$ cat config.mk
export PLATFORM = sky130hd
export DESIGN_NAME = io_bridge_fta_nch
export DESIGN_NICKNAME = d
export VERILOG_FILES = /design/src/rtl/fta_bus_pkg.sv /design/src/rtl/fta_rr_arb.sv /design/src/rtl/io_bridge_fta_nch.sv
export SDC_FILE = /design/constraint.sdc
export NUM_CORES = 2
export LEC_CHECK = 0
export ABC_AREA = 1
export BUFFER_PORTS_ARGS = -buffer_cell sky130_fd_sc_hd__buf_2
export CORE_AREA = 8 8 382 384
export DETAILED_ROUTE_END_ITERATION = 7
export DIE_AREA = 0 0 390 392
export PLACE_DENSITY_LB_ADDON = 0.3
export SYNTH_ARGS = -nofsm -noshare
export SYNTH_HDL_FRONTEND = slang
export SYNTH_SLANG_ARGS = --single-unit
$ cat constraint.sdc
create_clock -name clk_i -period 18.1 [get_ports clk_i]
set_input_delay 3.62 -clock clk_i [delete_from_list [all_inputs] [get_ports clk_i]]
set_output_delay 3.62 -clock clk_i [all_outputs]
set_load 0.1 [all_outputs]
$ cat src/rtl/fta_bus_pkg.sv
// FTA bus request/response types shared by the CPU-side and device-side bridge
// logic, plus the I/O bridge tracker entry and small response helpers.
package fta_bus_pkg;

  typedef struct packed {
    logic         cyc;
    logic         stb;
    logic         we;
    logic [3:0]   cid;
    logic [7:0]   tid;
    logic [31:0]  padr;
    logic [1:0]   bte;
    logic [2:0]   cti;
    logic [15:0]  sel;
    logic [127:0] data1;
  } fta_cmd_request128_t;

  typedef struct packed {
    logic        cyc;
    logic        stb;
    logic        we;
    logic [3:0]  cid;
    logic [7:0]  tid;
    logic [31:0] padr;
    logic [1:0]  bte;
    logic [2:0]  cti;
    logic [7:0]  sel;
    logic [63:0] dat;
  } fta_cmd_request64_t;

  typedef struct packed {
    logic         ack;
    logic         err;
    logic         rty;
    logic         stall;
    logic [3:0]   cid;
    logic [7:0]   tid;
    logic [31:0]  adr;
    logic [3:0]   pri;
    logic [127:0] dat;
  } fta_cmd_response128_t;

  typedef struct packed {
    logic        ack;
    logic        err;
    logic        rty;
    logic        stall;
    logic [3:0]  cid;
    logic [7:0]  tid;
    logic [31:0] adr;
    logic [3:0]  pri;
    logic [63:0] dat;
  } fta_cmd_response64_t;

  typedef struct packed {
    logic        valid;
    logic [7:0]  tid;
    logic [3:0]  cid;
    logic        hi_lane;
    logic [15:0] age;
  } io_trk_entry_t;

  // Idle device-side request: the all-ones address keeps decoders off any real device.
  localparam fta_cmd_request64_t FTA_REQ64_IDLE = '{
    cyc: 1'b0, stb: 1'b0, we: 1'b0, cid: 4'd0, tid: 8'd0, padr: 32'hFFFF_FFFF,
    bte: 2'b00, cti: 3'b000, sel: 8'h00, dat: 64'd0
  };

  function automatic fta_cmd_response128_t fta_err_resp(input logic [7:0] tid,
                                                        input logic [3:0] cid);
    fta_cmd_response128_t r;
    r     = '0;
    r.err = 1'b1;
    r.tid = tid;
    r.cid = cid;
    return r;
  endfunction

  function automatic logic [15:0] sat_add16(input logic [15:0] a, input logic [15:0] b);
    logic [16:0] s;
    s = {1'b0, a} + {1'b0, b};
    return s[16] ? 16'hFFFF : s[15:0];
  endfunction

endpackage

$ cat src/rtl/fta_rr_arb.sv
// N-way round-robin arbiter: one-hot grant starting at the pointer; the pointer
// moves to grant+1 (mod N) whenever something is granted.
module fta_rr_arb #(
  parameter int N  = 4,
  parameter int PW = $clog2(N)
) (
  input  logic          clk,
  input  logic          rst_n,
  input  logic [N-1:0]  i_req,
  output logic [N-1:0]  o_grant,
  output logic [PW-1:0] o_idx,
  output logic          o_valid
);

  logic [PW-1:0] r_ptr;

  // NOTE: combinational blocks use blocking assignments and set every output to a
  // default first, so the search reads top to bottom and no latch is inferred.
  always_comb begin
    o_grant = '0;
    o_idx   = '0;
    o_valid = 1'b0;
    for (int k = 0; k < N; k++) begin
      if (!o_valid && i_req[(int'(r_ptr) + k) % N]) begin
        o_valid                             = 1'b1;
        o_grant[(int'(r_ptr) + k) % N]      = 1'b1;
        o_idx                               = PW'((int'(r_ptr) + k) % N);
      end
    end
  end

  always_ff @(posedge clk or negedge rst_n) begin
    if (!rst_n) begin
      r_ptr <= '0;
    end else if (o_valid) begin
      r_ptr <= (o_idx == PW'(N - 1)) ? '0 : o_idx + 1'b1;
    end
  end

endmodule

$ cat src/rtl/io_bridge_fta_nch.sv
// Registered 128-bit CPU to 64-bit I/O bus bridge with a tid-indexed tracker,
// NCH captured response channels, round-robin return path and per-entry timeout.
module io_bridge_fta_nch
  import fta_bus_pkg::*;
#(
  parameter int          NCH     = 4,
  parameter int          DEPTH   = 4,
  parameter int unsigned TIMEOUT = 1023,
  parameter logic [31:0] IO_MASK = 32'hFFF0_0000,
  parameter logic [31:0] IO_BASE = 32'hFEE0_0000
) (
  input  logic                           clk_i,
  input  logic                           rst_ni,
  input  fta_cmd_request128_t            s_req,
  output fta_cmd_response128_t           s_resp,
  output fta_cmd_request64_t             m_req,
  input  fta_cmd_response64_t [NCH-1:0]  ch_resp,
  output logic                           busy_o,
  output logic [15:0]                    timeout_cnt_o,
  output logic [15:0]                    orphan_cnt_o
);

  localparam int          IW     = $clog2(DEPTH);
  localparam int          CW     = $clog2(NCH);
  localparam logic [15:0] TO_AGE = 16'(TIMEOUT);

  io_trk_entry_t        r_trk [DEPTH];
  logic [DEPTH-1:0]     r_to_pend;
  logic                 r_full;
  logic                 r_bad_pend;
  logic [7:0]           r_bad_tid;
  logic [3:0]           r_bad_cid;
  fta_cmd_response64_t  r_ch [NCH];
  logic [NCH-1:0]       r_ch_v;
  fta_cmd_request64_t   r_mreq;
  fta_cmd_response128_t r_resp;
  logic [15:0]          r_to_cnt;
  logic [15:0]          r_orph_cnt;

  // ---------------- request side ----------------
  logic w_region, w_hi, w_lo, w_stall, w_req, w_bad, w_acc;

  assign w_stall  = r_full | r_bad_pend | (|r_to_pend);
  assign w_region = ((s_req.padr & IO_MASK) == (IO_BASE & IO_MASK));
  assign w_hi     = |s_req.sel[15:8];
  assign w_lo     = |s_req.sel[7:0];
  assign w_req    = s_req.cyc & s_req.stb & w_region & ~w_stall;
  assign w_bad    = w_req & (w_hi == w_lo);
  assign w_acc    = w_req & (w_hi ^ w_lo);

  // ---------------- response channels ----------------
  logic [NCH-1:0]      w_ch_in, w_gnt;
  logic [CW-1:0]       w_gnt_idx;
  logic                w_gnt_any;
  fta_cmd_response64_t w_g_resp;

  always_comb begin
    for (int c = 0; c < NCH; c++) begin
      w_ch_in[c] = ch_resp[c].ack | ch_resp[c].err | ch_resp[c].rty;
    end
  end

  fta_rr_arb #(.N(NCH)) u_arb (
    .clk     (clk_i),
    .rst_n   (rst_ni),
    .i_req   (r_ch_v),
    .o_grant (w_gnt),
    .o_idx   (w_gnt_idx),
    .o_valid (w_gnt_any)
  );

  assign w_g_resp = r_ch[w_gnt_idx];

  // ---------------- tracker ----------------
  logic [DEPTH-1:0] w_free, w_to_new, w_to_all, w_valid_n, w_to_pend_n;
  logic [IW-1:0]    w_alloc_idx, w_hit_idx, w_to_idx;
  logic             w_hit, w_to_any, w_sel_to;
  logic [15:0]      w_to_num;

  always_comb begin
    w_alloc_idx = '0;
    w_hit_idx   = '0;
    w_hit       = 1'b0;
    w_to_idx    = '0;
    w_to_any    = 1'b0;
    w_to_num    = '0;
    w_free      = '0;
    w_to_new    = '0;
    // Descending scans so the lowest matching index is the one left standing.
    for (int i = DEPTH - 1; i >= 0; i--) begin
      w_free[i] = ~r_trk[i].valid & ~r_to_pend[i];
      if (w_free[i]) w_alloc_idx = IW'(i);
      if (w_gnt_any && r_trk[i].valid && (r_trk[i].tid == w_g_resp.tid)) begin
        w_hit     = 1'b1;
        w_hit_idx = IW'(i);
      end
    end
    // A real response beats a same-cycle timeout on the same entry.
    for (int i = 0; i < DEPTH; i++) begin
      w_to_new[i] = r_trk[i].valid && (r_trk[i].age == TO_AGE) &&
                    !(w_hit && (w_hit_idx == IW'(i)));
      if (w_to_new[i]) w_to_num = w_to_num + 16'd1;
    end
    w_to_all = r_to_pend | w_to_new;
    for (int i = DEPTH - 1; i >= 0; i--) begin
      if (w_to_all[i]) begin
        w_to_any = 1'b1;
        w_to_idx = IW'(i);
      end
    end
    // Return-path priority: device response, held bad-sel err, new bad-sel err, timeout err.
    w_sel_to    = w_to_any & ~w_hit & ~r_bad_pend & ~w_bad;
    w_to_pend_n = w_to_all;
    if (w_sel_to) w_to_pend_n[w_to_idx] = 1'b0;
    for (int i = 0; i < DEPTH; i++) w_valid_n[i] = r_trk[i].valid & ~w_to_new[i];
    if (w_hit) w_valid_n[w_hit_idx] = 1'b0;
    if (w_acc) w_valid_n[w_alloc_idx] = 1'b1;
  end

  always_ff @(posedge clk_i or negedge rst_ni) begin
    if (!rst_ni) begin
      // NOTE: the tracker and channel holding registers are a few flops, not a RAM,
      // so every entry is cleared and no stale valid bit can survive reset.
      for (int i = 0; i < DEPTH; i++) r_trk[i] <= '0;
      for (int c = 0; c < NCH; c++) r_ch[c] <= '0;
      r_ch_v     <= '0;
      r_to_pend  <= '0;
      r_full     <= 1'b0;
      r_bad_pend <= 1'b0;
      r_bad_tid  <= '0;
      r_bad_cid  <= '0;
      r_mreq     <= FTA_REQ64_IDLE;
      r_resp     <= '0;
      r_to_cnt   <= '0;
      r_orph_cnt <= '0;
    end else begin
      for (int i = 0; i < DEPTH; i++) begin
        r_trk[i].valid <= w_valid_n[i];
        if (w_acc && (w_alloc_idx == IW'(i))) begin
          r_trk[i] <= '{valid: 1'b1, tid: s_req.tid, cid: s_req.cid,
                        hi_lane: w_hi, age: 16'd0};
        end else if (w_to_new[i]) begin
          r_trk[i].age <= '0;
        end else if (r_trk[i].valid) begin
          r_trk[i].age <= r_trk[i].age + 16'd1;
        end
      end
      r_to_pend <= w_to_pend_n;
      r_full    <= &(w_valid_n | w_to_pend_n);

      if (r_bad_pend && !w_hit) begin
        r_bad_pend <= 1'b0;
      end else if (w_bad && w_hit) begin
        r_bad_pend <= 1'b1;
        r_bad_tid  <= s_req.tid;
        r_bad_cid  <= s_req.cid;
      end

      r_resp <= '0;
      if (w_hit) begin
        r_resp <= '{ack: w_g_resp.ack, err: w_g_resp.err, rty: w_g_resp.rty, stall: 1'b0,
                    cid: w_g_resp.cid, tid: w_g_resp.tid, adr: w_g_resp.adr,
                    pri: w_g_resp.pri, dat: {w_g_resp.dat, w_g_resp.dat}};
      end else if (r_bad_pend) begin
        r_resp <= fta_err_resp(r_bad_tid, r_bad_cid);
      end else if (w_bad) begin
        r_resp <= fta_err_resp(s_req.tid, s_req.cid);
      end else if (w_sel_to) begin
        r_resp <= fta_err_resp(r_trk[w_to_idx].tid, r_trk[w_to_idx].cid);
      end

      if (w_acc) begin
        r_mreq <= '{cyc: 1'b1, stb: 1'b1, we: s_req.we, cid: s_req.cid, tid: s_req.tid,
                    padr: s_req.padr, bte: s_req.bte, cti: s_req.cti,
                    sel: s_req.sel[15:8] | s_req.sel[7:0],
                    dat: w_hi ? s_req.data1[127:64] : s_req.data1[63:0]};
      end else begin
        r_mreq <= FTA_REQ64_IDLE;
      end

      for (int c = 0; c < NCH; c++) begin
        if (w_ch_in[c] && (!r_ch_v[c] || w_gnt[c])) begin
          r_ch[c]   <= ch_resp[c];
          r_ch_v[c] <= 1'b1;
        end else if (w_gnt[c]) begin
          r_ch_v[c] <= 1'b0;
        end
      end

      r_to_cnt <= sat_add16(r_to_cnt, w_to_num);
      if (w_gnt_any && !w_hit) r_orph_cnt <= sat_add16(r_orph_cnt, 16'd1);
    end
  end

  // Both halves carry the device data, so the lane flag and device stall are informational.
  logic w_unused;
  always_comb begin
    w_unused = r_resp.stall;
    for (int c = 0; c < NCH; c++) w_unused = w_unused ^ r_ch[c].stall;
    for (int i = 0; i < DEPTH; i++) w_unused = w_unused ^ r_trk[i].hi_lane;
  end

  always_comb begin
    s_resp       = r_resp;
    s_resp.stall = w_stall;
  end

  assign m_req         = r_mreq;
  assign timeout_cnt_o = r_to_cnt;
  assign orphan_cnt_o  = r_orph_cnt;

  always_comb begin
    busy_o = 1'b0;
    for (int i = 0; i < DEPTH; i++) busy_o = busy_o | r_trk[i].valid;
  end

  for (genvar c = 0; c < NCH; c++) begin : g_chk
    a_no_overrun: assert property (@(posedge clk_i) disable iff (!rst_ni)
      !(w_ch_in[c] && r_ch_v[c] && !w_gnt[c]));
  end

endmodule

# == Yosys cells after proc, flatten, opt, wreduce, memory -nomap -nowiden ==
# Cells that the tools add are included.
# word_totals
ff_bits,943
input_bits,662
out_inout_bits,337
elab_cells,376
# op_classes
n_addsub,13
n_lt_le_gt_ge,16
eq_ne,17
muxes,105
n_bitwise,63
reduce_logical,76
# ops
operator,count
$mux W179,3
$mux W16,17
$bmux W116 S2,1
$mux W116,2
$mux W180,1
$mux W124,1
$add A16 B1 Y16 const B,7
$eq A16 B10 Y1 const B,4
$mux W64,1
$bmux W30 S2,1
$mux W29,2
$mux W14,4
$logic_and A1 B1 Y1,41
$mux W1,37
$mux W2,17
$eq A8 B8 Y1,4
$mux W4,7
$or A4 B4 Y4,6
$add A16 B1 Y17 const B,1
$add A16 B16 Y17,1
$not A1 Y1,17
$and A1 B1 Y1,16
$reduce_or A8 Y1,2
$demux W1 S2,7
28 further kinds,90

# == Longest topological paths before layout ==
# logic_depth
depth_word,42
depth_mapped,43

# == Hierarchy ==
# Synthesis repeated with hierarchy kept, for this count alone.
# hier_totals
hier_cells,3675
area_unflattened_um2,38643.3
# by_module_without_submodules
module,instances,cells_each,area_each_um2,seq_area_each_um2
io_bridge_fta_nch,1,3585,38086.5,21760.9
fta_rr_arb,1,90,556.8,50.0

# == Worst setup path after synthesis ==
# No wires, ideal clock.
# synth_timing
path_kind,register to register
startpoint,register u_arb.r_ptr[0]
endpoint,register r_to_cnt[9] (netlist: timeout_cnt_o[9])
setup_time_ps,75
arrival_ps,5688
slack_ps,12337
path_stages_with_launch,38
n_path_buf,3
path_cell_list,dfrtp_1 > inv_2 > ha_1 > inv_1 > nand3_1 > nand2_2 > inv_2 > o21ai_2 > inv_1 > nand2_4 > nand2_4 > buf_8 > buf_8 > buf_6 > nand2_1 > nand3_1 > nand3_1 > nand2_1 > [2 not listed] > nor2_1 > nand3_1 > nand2_2 > nand4_1 > ha_1 > or2_2 > nand2_1 > inv_1 > ha_1 > o21ai_0 > fa_1 > o21ai_0 > nand3_1 > nor3_1 > nand2_1 > nor2_1 > nand3_1 > nand3_1
# synth_between
elab_chain_len,35
word_cells_on_any_way,77
classes_between,7 x add/sub; 7 x eq/ne; 35 x mux; 1 x bitwise; 27 x reduce/logical
# synth_lines
item,line,text
start: declaration,fta_rr_arb.sv:15,logic [PW-1:0] r_ptr;
start signal: assignment,fta_rr_arb.sv:36,r_ptr <= (o_idx == PW'(N - 1)) ? '0 : o_idx + 1'b1;
$add A2 B1 Y2 or $bmux W1 S2 (tied branches),"fta_rr_arb.sv:24, fta_rr_arb.sv:27",
$bmux W1 S2 or $mux W1 (tied branches),fta_rr_arb.sv:24,if (!o_valid && i_req[(int'(r_ptr) + k) % N]) begin
$mux W1 (not written as such),fta_rr_arb.sv:24,
$mux W1 (not written as such) or $logic_not A1 Y1 (tied branches),fta_rr_arb.sv:24,
$logic_and A1 B1 Y1,fta_rr_arb.sv:24,
$mux W1,fta_rr_arb.sv:24,
$logic_not A1 Y1,fta_rr_arb.sv:24,
$logic_and A1 B1 Y1,fta_rr_arb.sv:24,
[19 not listed],-,
$add A16 B1 Y16,io_bridge_fta_nch.sv:102,if (w_to_new[i]) w_to_num = w_to_num + 16'd1;
$mux W16,io_bridge_fta_nch.sv:102,
$add A16 B1 Y16,io_bridge_fta_nch.sv:102,
$mux W16,io_bridge_fta_nch.sv:102,
$add A16 B1 Y16,io_bridge_fta_nch.sv:102,
$mux W16 (*),io_bridge_fta_nch.sv:102,
$add A16 B16 Y17 (*),fta_bus_pkg.sv:81,"s = {1'b0, a} + {1'b0, b};"
$mux W16 (*),fta_bus_pkg.sv:82,return s[16] ? 16'hFFFF : s[15:0];
end signal: assignment,io_bridge_fta_nch.sv:190,"r_to_cnt <= sat_add16(r_to_cnt, w_to_num);"
end: declaration,io_bridge_fta_nch.sv:37,logic [15:0] r_to_cnt;
# Mark *: on every way between the ends. The rest lies on a longest branch, timed or not. The select of a mux whose other input is x is not followed.
# A chain may end at the register's enable or synchronous reset.

# == Final worst setup path ==
# Same ends and word-level chain as after synthesis.

==> reports/results.txt <==
Per-cell routed wire length: 21.8 µm
Setup slack after layout: 9.83 ns
Cell Rows: 138
Final Wtd Congestion: 0.902
Worst EP arrival: 8.90 ns
Fin crit share: 45.7%
Crit path max fanout: 118
RSZ-0062 raised after global routing: false
Cts hold-fix bufs: 0
Psw: 4.84 mW
Share of cells above drive strength 1: 37.0%
Final Cell Area: 0.0494 mm²
Post_cts resized: 0
Final Hold Vio Count: 0
CP startpoint kind: flip-flop
Worst path required time: 18.72 ns
Setup Viol. Count Final: 0
Width of the chip: 390 µm
Critical Path Slowest Stage Cell: inv_8
FILL cells: 14.4k
Clock-pin slew on the worst setup and hold paths: 0.06 ns
CTS tree: done
Via density: 4.66
Final HPWL DP: 108,000 µm
Crit. End Element: flip-flop
Worst Setup SP: u_arb.r_ptr[0]
DRC viols: 0
Synth top area share: 53.7%
Initial antenna violation count: 123
Static leakage: 24.0 nW
Slew headroom: 28.4%
Number of global-route vias before repair: 31.6k
Die H: 392 µm
Sw frac: 46.1%
Overflow after GRT: 0
Nets: 5,409
Commonest non-fill, non-tap cell in the layout: buf_2
Final Skew: 0.0846 ns
Synth Instances: 3,842
# placed instances: 6,514
Maxcap violations: 0
Synth area leader: dfrtp_1
WHS: 0.473 ns
Ys Warns: 0
Top cells by area, synth: dfrtp_1 (54%), mux2_2 (12%), nand2_1 (8.1%)
First-pass GRT wire length: 213,000 µm
Commonest non-fill, non-tap cells in the layout: buf_2 (993), nand2_1 (846), dfrtp_1 (838)
Post-CTS Setup Repair Bufs: 0
Synth Area per Inst: 10.2 µm²
Die area: 0.153 mm²
Final wirelength: 147,000 µm
Ys async rst share: 100%
CTS Buf Count: 102
Slew Viols, Final: 0
Min-Delay Path Class: reg -> reg
Sequential element share of the synthesized area: 55.9%
Post-Route Utilization: 35.2%
Comb pwr share: 50.5%
Outcome: complete, no violations
Crit-path max cell delay: 0.75 ns
Final Total Pwr: 10.5 mW
Top Ports: 999
Clock Power Share: 21.0%
Flop pwr share: 28.5%
Aggregate global-route resource usage: 18.4%
Initial Util: 27.8%
Max Clk Rate: 121 MHz
Worst Path Class, Setup: reg -> reg
CTS Root Cell: clkbuf_16
Via count: 31.5k
IO buf count: 994
DP Area: 0.0455 mm²
Internal Power: 5.65 mW
Pwr dens: 213 mW/mm²
Antenna Nets Post-Route: 0
DP Worst Slack: 9.59 ns
Largest net degree at the start of global routing: 118
Htree depth: 3
Number of synthesized flops with an enable pin: 0
Longest Clk Path Bufs: 3
Worst vdd ir: 203 µV
Hold path start: r_ch[230]
Post-route insts no fill: 6,759
Placeable core area: 0.140 mm²
TNS Setup: 0 ns
Reg2reg start: u_arb.r_ptr[0]
Fin crit period: 8.27 ns
Register bit total from synthesis: 870
First DRT Iteration DRCs: 1,890
Area of the mapped netlist: 0.0390 mm²
Area Growth Syn to Fin: 26.5%
Worst-skew pair later-pin latency: 0.76 ns
Ys flop type: dfrtp_1
Library cells used by synthesis: 57
TritonRoute pass-1 iters: 7
Clk sink count: 870
Worst slew pin tran: 1.07 ns
-- registers in the layout, summed over array words and instances (netlist names) --
| signal | cells |
|---|---|
| orphan_cnt_o | 16 |
| s_resp | 115 |
| r_to_pend | 4 |
| r_bad_cid | 4 |
| timeout_cnt_o | 16 |
| r_bad_tid | 8 |
| r_ch_v | 4 |
| u_arb.r_ptr | 2 |
| r_full | 1 |
| r_bad_pend | 1 |
| m_req | 123 |
| r_trk | 116 |
| r_ch | 460 |
-- final cells by class --
| type | count | area (µm²) | area share (%) |
|---|---|---|---|
| timing repair buffer | 1041 | 5340 | 10.8 |
| antenna | 55 | 138 | 0.279 |
| clock inverter | 41 | 667 | 1.35 |
| clock buffer | 149 | 3010 | 6.10 |
| inverter | 263 | 1000 | 2.04 |
| multi-input combinational | 2450 | 15000 | 30.4 |
| tap | 1890 | 2360 | 4.79 |
| sequential | 870 | 21800 | 44.2 |
-- cell families after synthesis --
family,Yosys count,share of synthesized area (%)
other cells,2,0.0192
flops,870,55.9
compound gates,594,9.13
simple gates,1344,14.8
fa+ha+maj,19,0.628
buf+inv,531,5.94
xor+xnor,58,1.30
mux,424,12.2
-- Yosys cell counts (all sizes together) (2+ instances only) --
cell / instances
a21boi: 2
a21oi: 232
a311oi: 102
a31oi: 2
a32o: 2
buf: 95
clkbuf: 173
clkinv: 3
conb: 2
dfrtp: 838
dfstp: 32
ha: 18
inv: 260
mux2: 424
nand2: 880
nand3: 168
nand3b: 14
nand4: 23
nor2: 187
nor3: 33
nor4: 9
o21ai: 183
o221ai: 4
o22ai: 36
o31ai: 12
o32ai: 13
or2: 29
xnor2: 13
xor2: 45
-- power by group through the flow --
stage / sequential [mW] / clock, mW / combinational (mW)
finish: 2.99 / 2.20 / 5.30
floorplan: 3.33 / 0 / 3.47
detailed placement: 3.02 / 0 / 5.39
global placement: 3.00 / 0 / 5.34
global route: 3.07 / 2.34 / 5.79
CTS: 2.99 / 2.27 / 5.40
-- routing by layer --
metal | wire length [µm] | share of wire (%) | track usage [%] | up-vias
li1 | - | - | - | 14600
met1 | 61400 | 42 | 23.6 | 15500
met2 | 68200 | 46 | 29.4 | 1016
met3 | 13300 | 9.0 | 6.64 | 303
met5 | 598 | 0.41 | 0 | -
met4 | 3820 | 2.6 | 5.03 | 96
-- path summary, 6_finish.rpt --
kind / endpoint / slack (ns) / depth (start not counted)
worst max-delay path: timeout_cnt_o[9] / 9.83 / 34
worst min-delay path: r_ch[230] / 0.47 / 2
worst max register to register: timeout_cnt_o[9] / 9.83 / 34
worst min register to register: r_ch[230] / 0.47 / 2
max in group asynchronous: s_resp[113] / 11.62 / 5
min in group asynchronous: timeout_cnt_o[12] / 2.92 / 1
-- worst max-delay path: cells and delay by family (launching register included) --
kind / cells / cell delay, ns
simple gates: 21 / 3.85
fa+ha+maj: 4 / 1.56
buf+inv: 6 / 1.29
compound gates: 3 / 0.95
flops: 1 / 0.51
Power figures use the tool's default switching activity.
